[src/rtl/line_sampler_rx.sv]
`default_nettype none
// ============================================================================
//  Module      : line_sampler_rx
//  Description : Receive stage for a single-bit asynchronous logic line.
//                Synchronises the line into the clk domain, glitch-filters
//                it, flags filtered rising/falling edges, samples the
//                filtered level every DIV cycles and packs WORD_W samples
//                LSB-first into words delivered over valid/ready with a
//                sticky overflow flag for dropped words.
//  Revision    : 1.0 - initial release
// ----------------------------------------------------------------------------
//  Ports
//    clk          in   rising-edge clock
//    rst_n        in   asynchronous active-low reset
//    en           in   sampling enable; low stops and clears word assembly
//    line_in      in   asynchronous line from upstream driver
//    word_data    out  assembled word, bit k = k-th sample of the word
//    word_valid   out  word_data holds an unconsumed word
//    word_ready   in   consumer takes the word this cycle when word_valid=1
//    rise_pulse   out  one-cycle pulse on filtered 0->1
//    fall_pulse   out  one-cycle pulse on filtered 1->0
//    overflow     out  sticky: a completed word was dropped
//    clr_overflow in   synchronous clear of overflow (a same-cycle drop wins)
// ============================================================================
module line_sampler_rx #(
    parameter int unsigned SYNC_STAGES = 2,
    parameter int unsigned FILT_LEN    = 4,
    parameter int unsigned DIV         = 8,
    parameter int unsigned WORD_W      = 8
) (
    input  logic              clk,
    input  logic              rst_n,
    input  logic              en,
    input  logic              line_in,
    output logic [WORD_W-1:0] word_data,
    output logic              word_valid,
    input  logic              word_ready,
    output logic              rise_pulse,
    output logic              fall_pulse,
    output logic              overflow,
    input  logic              clr_overflow
);

    localparam int unsigned c_FILT_W = (FILT_LEN > 1) ? $clog2(FILT_LEN) : 1;
    localparam int unsigned c_DIV_W  = $clog2(DIV);
    localparam int unsigned c_BIT_W  = $clog2(WORD_W);

    localparam logic [c_FILT_W-1:0] c_FILT_LAST = c_FILT_W'(FILT_LEN - 1);
    localparam logic [c_DIV_W-1:0]  c_DIV_LAST  = c_DIV_W'(DIV - 1);
    localparam logic [c_BIT_W-1:0]  c_BIT_LAST  = c_BIT_W'(WORD_W - 1);

    // ------------------------------------------------------------------
    // Synchroniser and glitch filter
    // ------------------------------------------------------------------
    logic [SYNC_STAGES-1:0] r_sync;
    logic [c_FILT_W-1:0]    r_filt_cnt;
    logic                   r_filt_q;
    logic                   r_filt_d;
    logic                   w_sync_out;

    assign w_sync_out = r_sync[SYNC_STAGES-1];

    always_ff @(posedge clk or negedge rst_n) begin
        if (!rst_n) begin
            r_sync     <= '0;
            r_filt_cnt <= '0;
            r_filt_q   <= 1'b0;
            r_filt_d   <= 1'b0;
        end else begin
            r_sync   <= {r_sync[SYNC_STAGES-2:0], line_in};
            r_filt_d <= r_filt_q;
            // The filtered level only moves after FILT_LEN consecutive
            // cycles of disagreement; any agreeing cycle restarts the count.
            if (w_sync_out != r_filt_q) begin
                if (r_filt_cnt == c_FILT_LAST) begin
                    r_filt_q   <= w_sync_out;
                    r_filt_cnt <= '0;
                end else begin
                    r_filt_cnt <= r_filt_cnt + 1'b1;
                end
            end else begin
                r_filt_cnt <= '0;
            end
        end
    end

    // Both operands are flops, so the pulses carry no input-to-output path.
    assign rise_pulse = r_filt_q & ~r_filt_d;
    assign fall_pulse = ~r_filt_q & r_filt_d;

    // ------------------------------------------------------------------
    // Sample tick generation and word assembly
    // ------------------------------------------------------------------
    logic [c_DIV_W-1:0] r_div_cnt;
    logic [c_BIT_W-1:0] r_bit_cnt;
    logic [WORD_W-1:0]  r_shreg;
    logic               w_tick;
    logic               w_complete;
    logic [WORD_W-1:0]  w_word;

    assign w_tick     = en & (r_div_cnt == c_DIV_LAST);
    assign w_complete = w_tick & (r_bit_cnt == c_BIT_LAST);
    // The completing sample has not reached the shift register yet, so it
    // is merged in here as the MSB of the outgoing word.
    assign w_word     = {r_filt_q, r_shreg[WORD_W-2:0]};

    always_ff @(posedge clk or negedge rst_n) begin
        if (!rst_n) begin
            r_div_cnt <= '0;
            r_bit_cnt <= '0;
            r_shreg   <= '0;
        end else if (!en) begin
            // Dropping enable abandons any partial word.
            r_div_cnt <= '0;
            r_bit_cnt <= '0;
            r_shreg   <= '0;
        end else begin
            r_div_cnt <= (r_div_cnt == c_DIV_LAST) ? '0 : r_div_cnt + 1'b1;
            if (w_tick) begin
                if (r_bit_cnt == c_BIT_LAST) begin
                    r_bit_cnt <= '0;
                    r_shreg   <= '0;
                end else begin
                    r_shreg[r_bit_cnt] <= r_filt_q;
                    r_bit_cnt          <= r_bit_cnt + 1'b1;
                end
            end
        end
    end

    // ------------------------------------------------------------------
    // Output register with valid/ready handshake and sticky overflow
    // ------------------------------------------------------------------
    logic w_load;
    logic w_drop;

    // A completion may reuse the slot in the same cycle it is consumed.
    assign w_load = w_complete & (~word_valid | word_ready);
    assign w_drop = w_complete & word_valid & ~word_ready;

    always_ff @(posedge clk or negedge rst_n) begin
        if (!rst_n) begin
            word_data  <= '0;
            word_valid <= 1'b0;
            overflow   <= 1'b0;
        end else begin
            if (w_load) begin
                word_data  <= w_word;
                word_valid <= 1'b1;
            end else if (word_valid && word_ready) begin
                word_valid <= 1'b0;
            end

            if (w_drop) begin
                overflow <= 1'b1;
            end else if (clr_overflow) begin
                overflow <= 1'b0;
            end
        end
    end

endmodule
`default_nettype wire
[config.mk]
export PLATFORM = sky130hd
export DESIGN_NAME = line_sampler_rx
export DESIGN_NICKNAME = d
export VERILOG_FILES = /design/src/rtl/line_sampler_rx.sv
export SDC_FILE = /design/constraint.sdc
export NUM_CORES = 1
export LEC_CHECK = 0
export ABC_AREA = 1
export CAP_MARGIN = 20
export CORE_MARGIN = 1
export CORE_UTILIZATION = 30
export CTS_CLUSTER_SIZE = 24
export DETAILED_ROUTE_END_ITERATION = 10
export DONT_BUFFER_PORTS = 1
export HOLD_SLACK_MARGIN = 0.05
export SLEW_MARGIN = 20
export SYNTH_ARGS = -nofsm -noshare
export SYNTH_HDL_FRONTEND = slang
export SYNTH_SLANG_ARGS = --single-unit
[constraint.sdc]
create_clock -name clk -period 1.9 [get_ports clk]
set_input_delay 0.285 -clock clk [delete_from_list [all_inputs] [get_ports clk]]
set_output_delay 0.285 -clock clk [all_outputs]
set_load 0.01 [all_outputs]
==> Word level (Yosys, flattened, before mapping) <==
Cells that the tools add are included.
{ "classes": {"n_mux": 17, "reduce_logical": 5, "eq_ne": 5, "n_lt_le_gt_ge": 2, "add_sub_neg": 3, "bitwise_logic": 12} }
{ "op_table": {"columns": ["cell", "n"], "rows": [
  ["$mux W8", 3],
  ["$mux W3", 5],
  ["$bwmux W8", 1],
  ["$and A1 B1 Y1", 7],
  ["$add A3 B1 Y3 const B", 2],
  ["$eq A3 B3 Y1 const B", 2],
  ["$mux W1", 5],
  ["$lt A3 B4 Y1 const B", 1],
  ["$mux W2", 2],
  ["$not A1 Y1", 4],
  ["$reduce_bool A2 Y1", 2],
  ["$demux W1 S3", 1],
  ["$ge A3 B1 Y1 const B", 1],
  ["$add A2 B1 Y2 const B", 1],
  ["$eq A2 B2 Y1 const B", 1],
  ["$logic_and A1 B1 Y1", 2],
  ["$ne A2 B1 Y1 const B", 1],
  ["$reduce_and A2 Y1", 1],
  ["$ne A1 B1 Y1", 1],
  ["$or A1 B1 Y1", 1]
]} }
{ "word_totals": {"elab_cells": 54, "out_inout_bits": 12, "regBits": 30} }

==> Longest topological paths before layout <==
{ "logic_depth": {"ltp_word": 8, "mapped_depth": 7, "mapped_depth_nobuf": 7} }

==> Least setup slack after synthesis <==
OpenSTA, ideal clock, no wires.
{ "synth_timing": {"path_kind": "register to register", "startpoint": "register r_div_cnt[0]", "endpoint": "register r_bit_cnt[0]", "period_less_slack_ns": 1.388, "arrival_time_ns": 1.263, "slack_ns": 0.512, "required_ns": 1.775, "path_stages_with_launch": 7, "path_cell_list": "dfrtp_1 -> ha_1 -> ha_1 -> or2_4 -> buf_6 -> nand3_1 -> o21ai_1"} }
{ "synth_via": {"elab_chain_len": 3} }
{ "synth_lines": {"columns": ["element", "line", "text"], "rows": [
  ["start, declared", "94", "logic [c_DIV_W-1:0] r_div_cnt;"],
  ["start signal, assigned", "118", "r_div_cnt <= (r_div_cnt == c_DIV_LAST) ? '0 : r_div_cnt + 1'b1;"],
  ["$eq A3 B3 Y1", "101", "assign w_tick = en & (r_div_cnt == c_DIV_LAST);"],
  ["$and A1 B1 Y1", "101", null],
  ["$ne A2 B1 Y1 (no line)", null, null],
  ["end signal, assigned", "125", "r_bit_cnt <= r_bit_cnt + 1'b1;"],
  ["end, declared", "95", "logic [c_BIT_W-1:0] r_bit_cnt;"]
]} }
No other way between the ends.
A chain may end at the register's enable or synchronous reset.

==> Final worst setup path <==
{ "layout_timing": {"startpoint": "register r_bit_cnt[0]", "endpoint": "register word_data[7]"} }
{ "layout_via": {"elab_chain_len": 3} }
{ "layout_lines": {"columns": ["element", "line", "text"], "rows": [
  ["$eq A3 B3 Y1", "102", "assign w_complete = w_tick & (r_bit_cnt == c_BIT_LAST);"],
  ["$and A1 B1 Y1", "102", null],
  ["$and A1 B1 Y1", "138", "assign w_load = w_complete & (~word_valid | word_ready);"],
  ["end signal, assigned", "148", "word_data <= w_word;"],
  ["end, declared", "35", "output logic [WORD_W-1:0] word_data,"]
]} }
No other way between the ends.

==> flow_summary.yaml <==
status:
  status: "completed"
timing:
  fin_hold_ws_ns: 0.108
  final_max_slew_viol_count: 0
  fmax_ghz: 0.628
  slew_headroom_pct: 72.0
  tightest_slew_ns: 0.418
  hold_violations: 0
  clock_skew_ns: 0.00157
  period_share_pct: 83.8
  fin_crit_ns: 1.59
  finalSetupViolations: 0
  setup_tns_ns: 0
  rsz0062_at_grt: "no"
drt:
  routed_wl_mm: 2.16
  drc_errors: 0
  vias_per_cell: 4.33
  wire_per_inst_um: 10.5
  drt_first_pass_iters: 4
  vias: 888
  ant_nets: 0
  drtIter0Drc: 34
die:
  die_y_um: 67.1
  die_x_um: 67.1
  placementRows: 23
  fp.coreArea_sq_um: 4030
  die_area_sq_um: 4510
  ios: 18
  start_util_pct: 31.6
synthesis:
  synth.distinct_cells: 17
  ys_warn_count: 0
  synth_area_sq_um: 1270
  seq_area_frac_synth_pct: 57.0
  yosys_register_bits: 29
  synthesis.instances: 145
  avgSynthCellArea_sq_um: 8.78
  syn_nets: 156
placement:
  dpl_cell_area_sq_um: 1320
  portBuffers: 0
  place.gp.congestion: 0.769
  dpl.hpwl_mm: 1.51
critical_path:
  arrival_ns: 1.75
  reg2reg_slack_ns: 0.31
  critPathMaxFanout: 10
  startpoint_type: "flop"
  critPathSlowestCell: "dfrtp_1"
  slowest_delay_ns: 0.43
  crit_top_cell: "ha_1"
  worst_setup_path_end_kind: "flop"
  path_cells: "ha_1 -> ha_1 -> inv_1 -> nor2_4 -> nand2_2 -> nand2_1 -> o21ai_1"
  required_ns: 2.06
  path_class: "flop to flop"
global_routing:
  gr-total-overflow: 0
  grt.busiest_layer: "met2"
  grt_pass1_wl_mm: 3.95
  antenna_found_initial: 0
  grt_util_met1_pct: 13.2
  gr-usage-all-layers_pct: 12.2
  met2_usage_pct: 19.9
  use_met3_pct: 4.62
  grt_max_degree: 30
  grt_pass1_vias: 911
power:
  p_switching_uw: 326
  leakagePower_uw: 0.000809
  peakVddDrop_mv: 0.213
  seq_power_share_pct: 53.6
  combinationalPowerShare_pct: 10.5
  pwr-share-clk_pct: 35.9
  switching_share_pct: 25.1
  intPower_uw: 974
  power.density_nw_per_um2: 900
cells_and_area:
  drive_gt1_share_pct: 7.74
  multi_input_area_sq_um: 472
  nFillCells: 438
  syn_to_final_growth_pct: 13.5
  num-nets-final: 165
  fin_area_sq_um: 1440
  antenna_cells: 0
  seq_area_sq_um: 726
clock_network:
  clkLatencyLatePin_ns: 0.27
  cts.path.max_buffers: 2
  clk_pin_slew_ns: 0.06
  htree_levels: 2
  cts.sinks: 29
  post-cts-setup-buffer-count: 0
  cts_buffers: 5
  root_buffer: "clkbuf_8"
  cts_tree: "yes"
job:
  cap_violations: 0
worst_hold_path:
  min_path_type: "input port to flop"
## critical path, delay by kind of cell, from the launching register on
family          cells  cell delay [ns]
flops               1             0.43
buf+inv             1             0.09
fa+ha+maj           2             0.37
simple gates        3             0.53
compound gates      1             0.06
## state kept, by name, summed over array words and instances (netlist names)
signal / flops
word_data: 8
r_shreg: 7
r_bit_cnt: 3
r_div_cnt: 3
r_filt_cnt: 2
r_sync: 2
overflow: 1
r_filt_d: 1
r_filt_q: 1
word_valid: 1
## logic make-up after synthesis
group,share of synthesized area (%)
flip-flops,57.0
XOR/XNOR,0.688
buffers and inverters,5.90
AND/OR/NAND/NOR,29.1
AO/OA/AOI/OAI,2.36
adder cells (fa/ha/maj),4.92
## what timing repair did
item                                    4_1_cts  5_1_grt
gates resized for setup                       0        0
hold buffers                                  3        0
endpoints found under the setup margin        0        0
hold endpoints to repair                     30        0
## cells in the mapped netlist (all sizes together)
cell | count | area (sq um)
buf | 1 | 11.3
dfrtp | 29 | 726
ha | 5 | 62.6
inv | 17 | 63.8
nand2 | 58 | 220
nand3 | 18 | 90.1
nor2 | 7 | 36.3
nor3 | 2 | 15.0
o21ai | 6 | 30.0
or2 | 1 | 8.76
xnor2 | 1 | 8.76
## area by class of cell
class / count / share of cell area [%]
Tap cell: 50 / 4.33
Sequential cell: 29 / 50.3
Multi-Input combinational cell: 98 / 32.7
Clock buffer: 8 / 5.55
Inverter: 17 / 4.42
Timing Repair Buffer: 3 / 2.77
## per-stage QoR
step           util, %  std cells  power [uW]  setup WS (ns)
4_1_cts           35.8        205        1330          0.275
3_5_place_dp      32.9        194         826          0.275
2_1_floorplan        -        145         801          0.512
3_3_place_gp      32.9        194         822          0.328
5_1_grt           35.8        205        1380          0.138
6_report          35.8        205        1300          0.309
## power by group through the flow
stage          clock network (uW)  logic [uW]  registers, uW
2_1_floorplan                   0         101            700
3_3_place_gp                    0         115            707
3_5_place_dp                    0         117            709
4_1_cts                       491         137            697
5_1_grt                       524         160            701
6_report                      467         136            696
## placed cells by master, fill, tap and decap left out, types with 3 or more instances in the layout
master	synthesis	layout
inv_1	16	16
ha_1	5	5
clkbuf_1	0	3
nor2_1	5	5
clkbuf_8	0	5
nand2_1	57	57
dfrtp_1	29	29
o21ai_1	4	4
nand3_1	18	18
## path summary, 6_finish.rpt
| check | start | end | depth (start not counted) |
|---|---|---|---|
| min in group asynchronous | rst_n | r_filt_d$_DFF_PN0_ | 2 |
| min | clr_overflow | overflow$_DFFE_PN0P_ | 1 |
| max in group asynchronous | rst_n | r_shreg[6]$_DFFE_PN0P_ | 2 |
| max | r_bit_cnt[0]$_DFFE_PN0P_ | word_data[7]$_DFFE_PN0P_ | 7 |
| max reg2reg | r_bit_cnt[0]$_DFFE_PN0P_ | word_data[7]$_DFFE_PN0P_ | 7 |
| min reg2reg | r_sync[0]$_DFF_PN0_ | r_sync[1]$_DFF_PN0_ | 0 |
## routing by layer
metal	part of all wire [%]	up-vias	routed length, um
met5	0	-	0
met2	46	17	999
li1	-	472	-
met3	5.0	7	107
met4	3.1	0	67
met1	46	392	986
No activity file was read; power rests on OpenSTA's default activity.
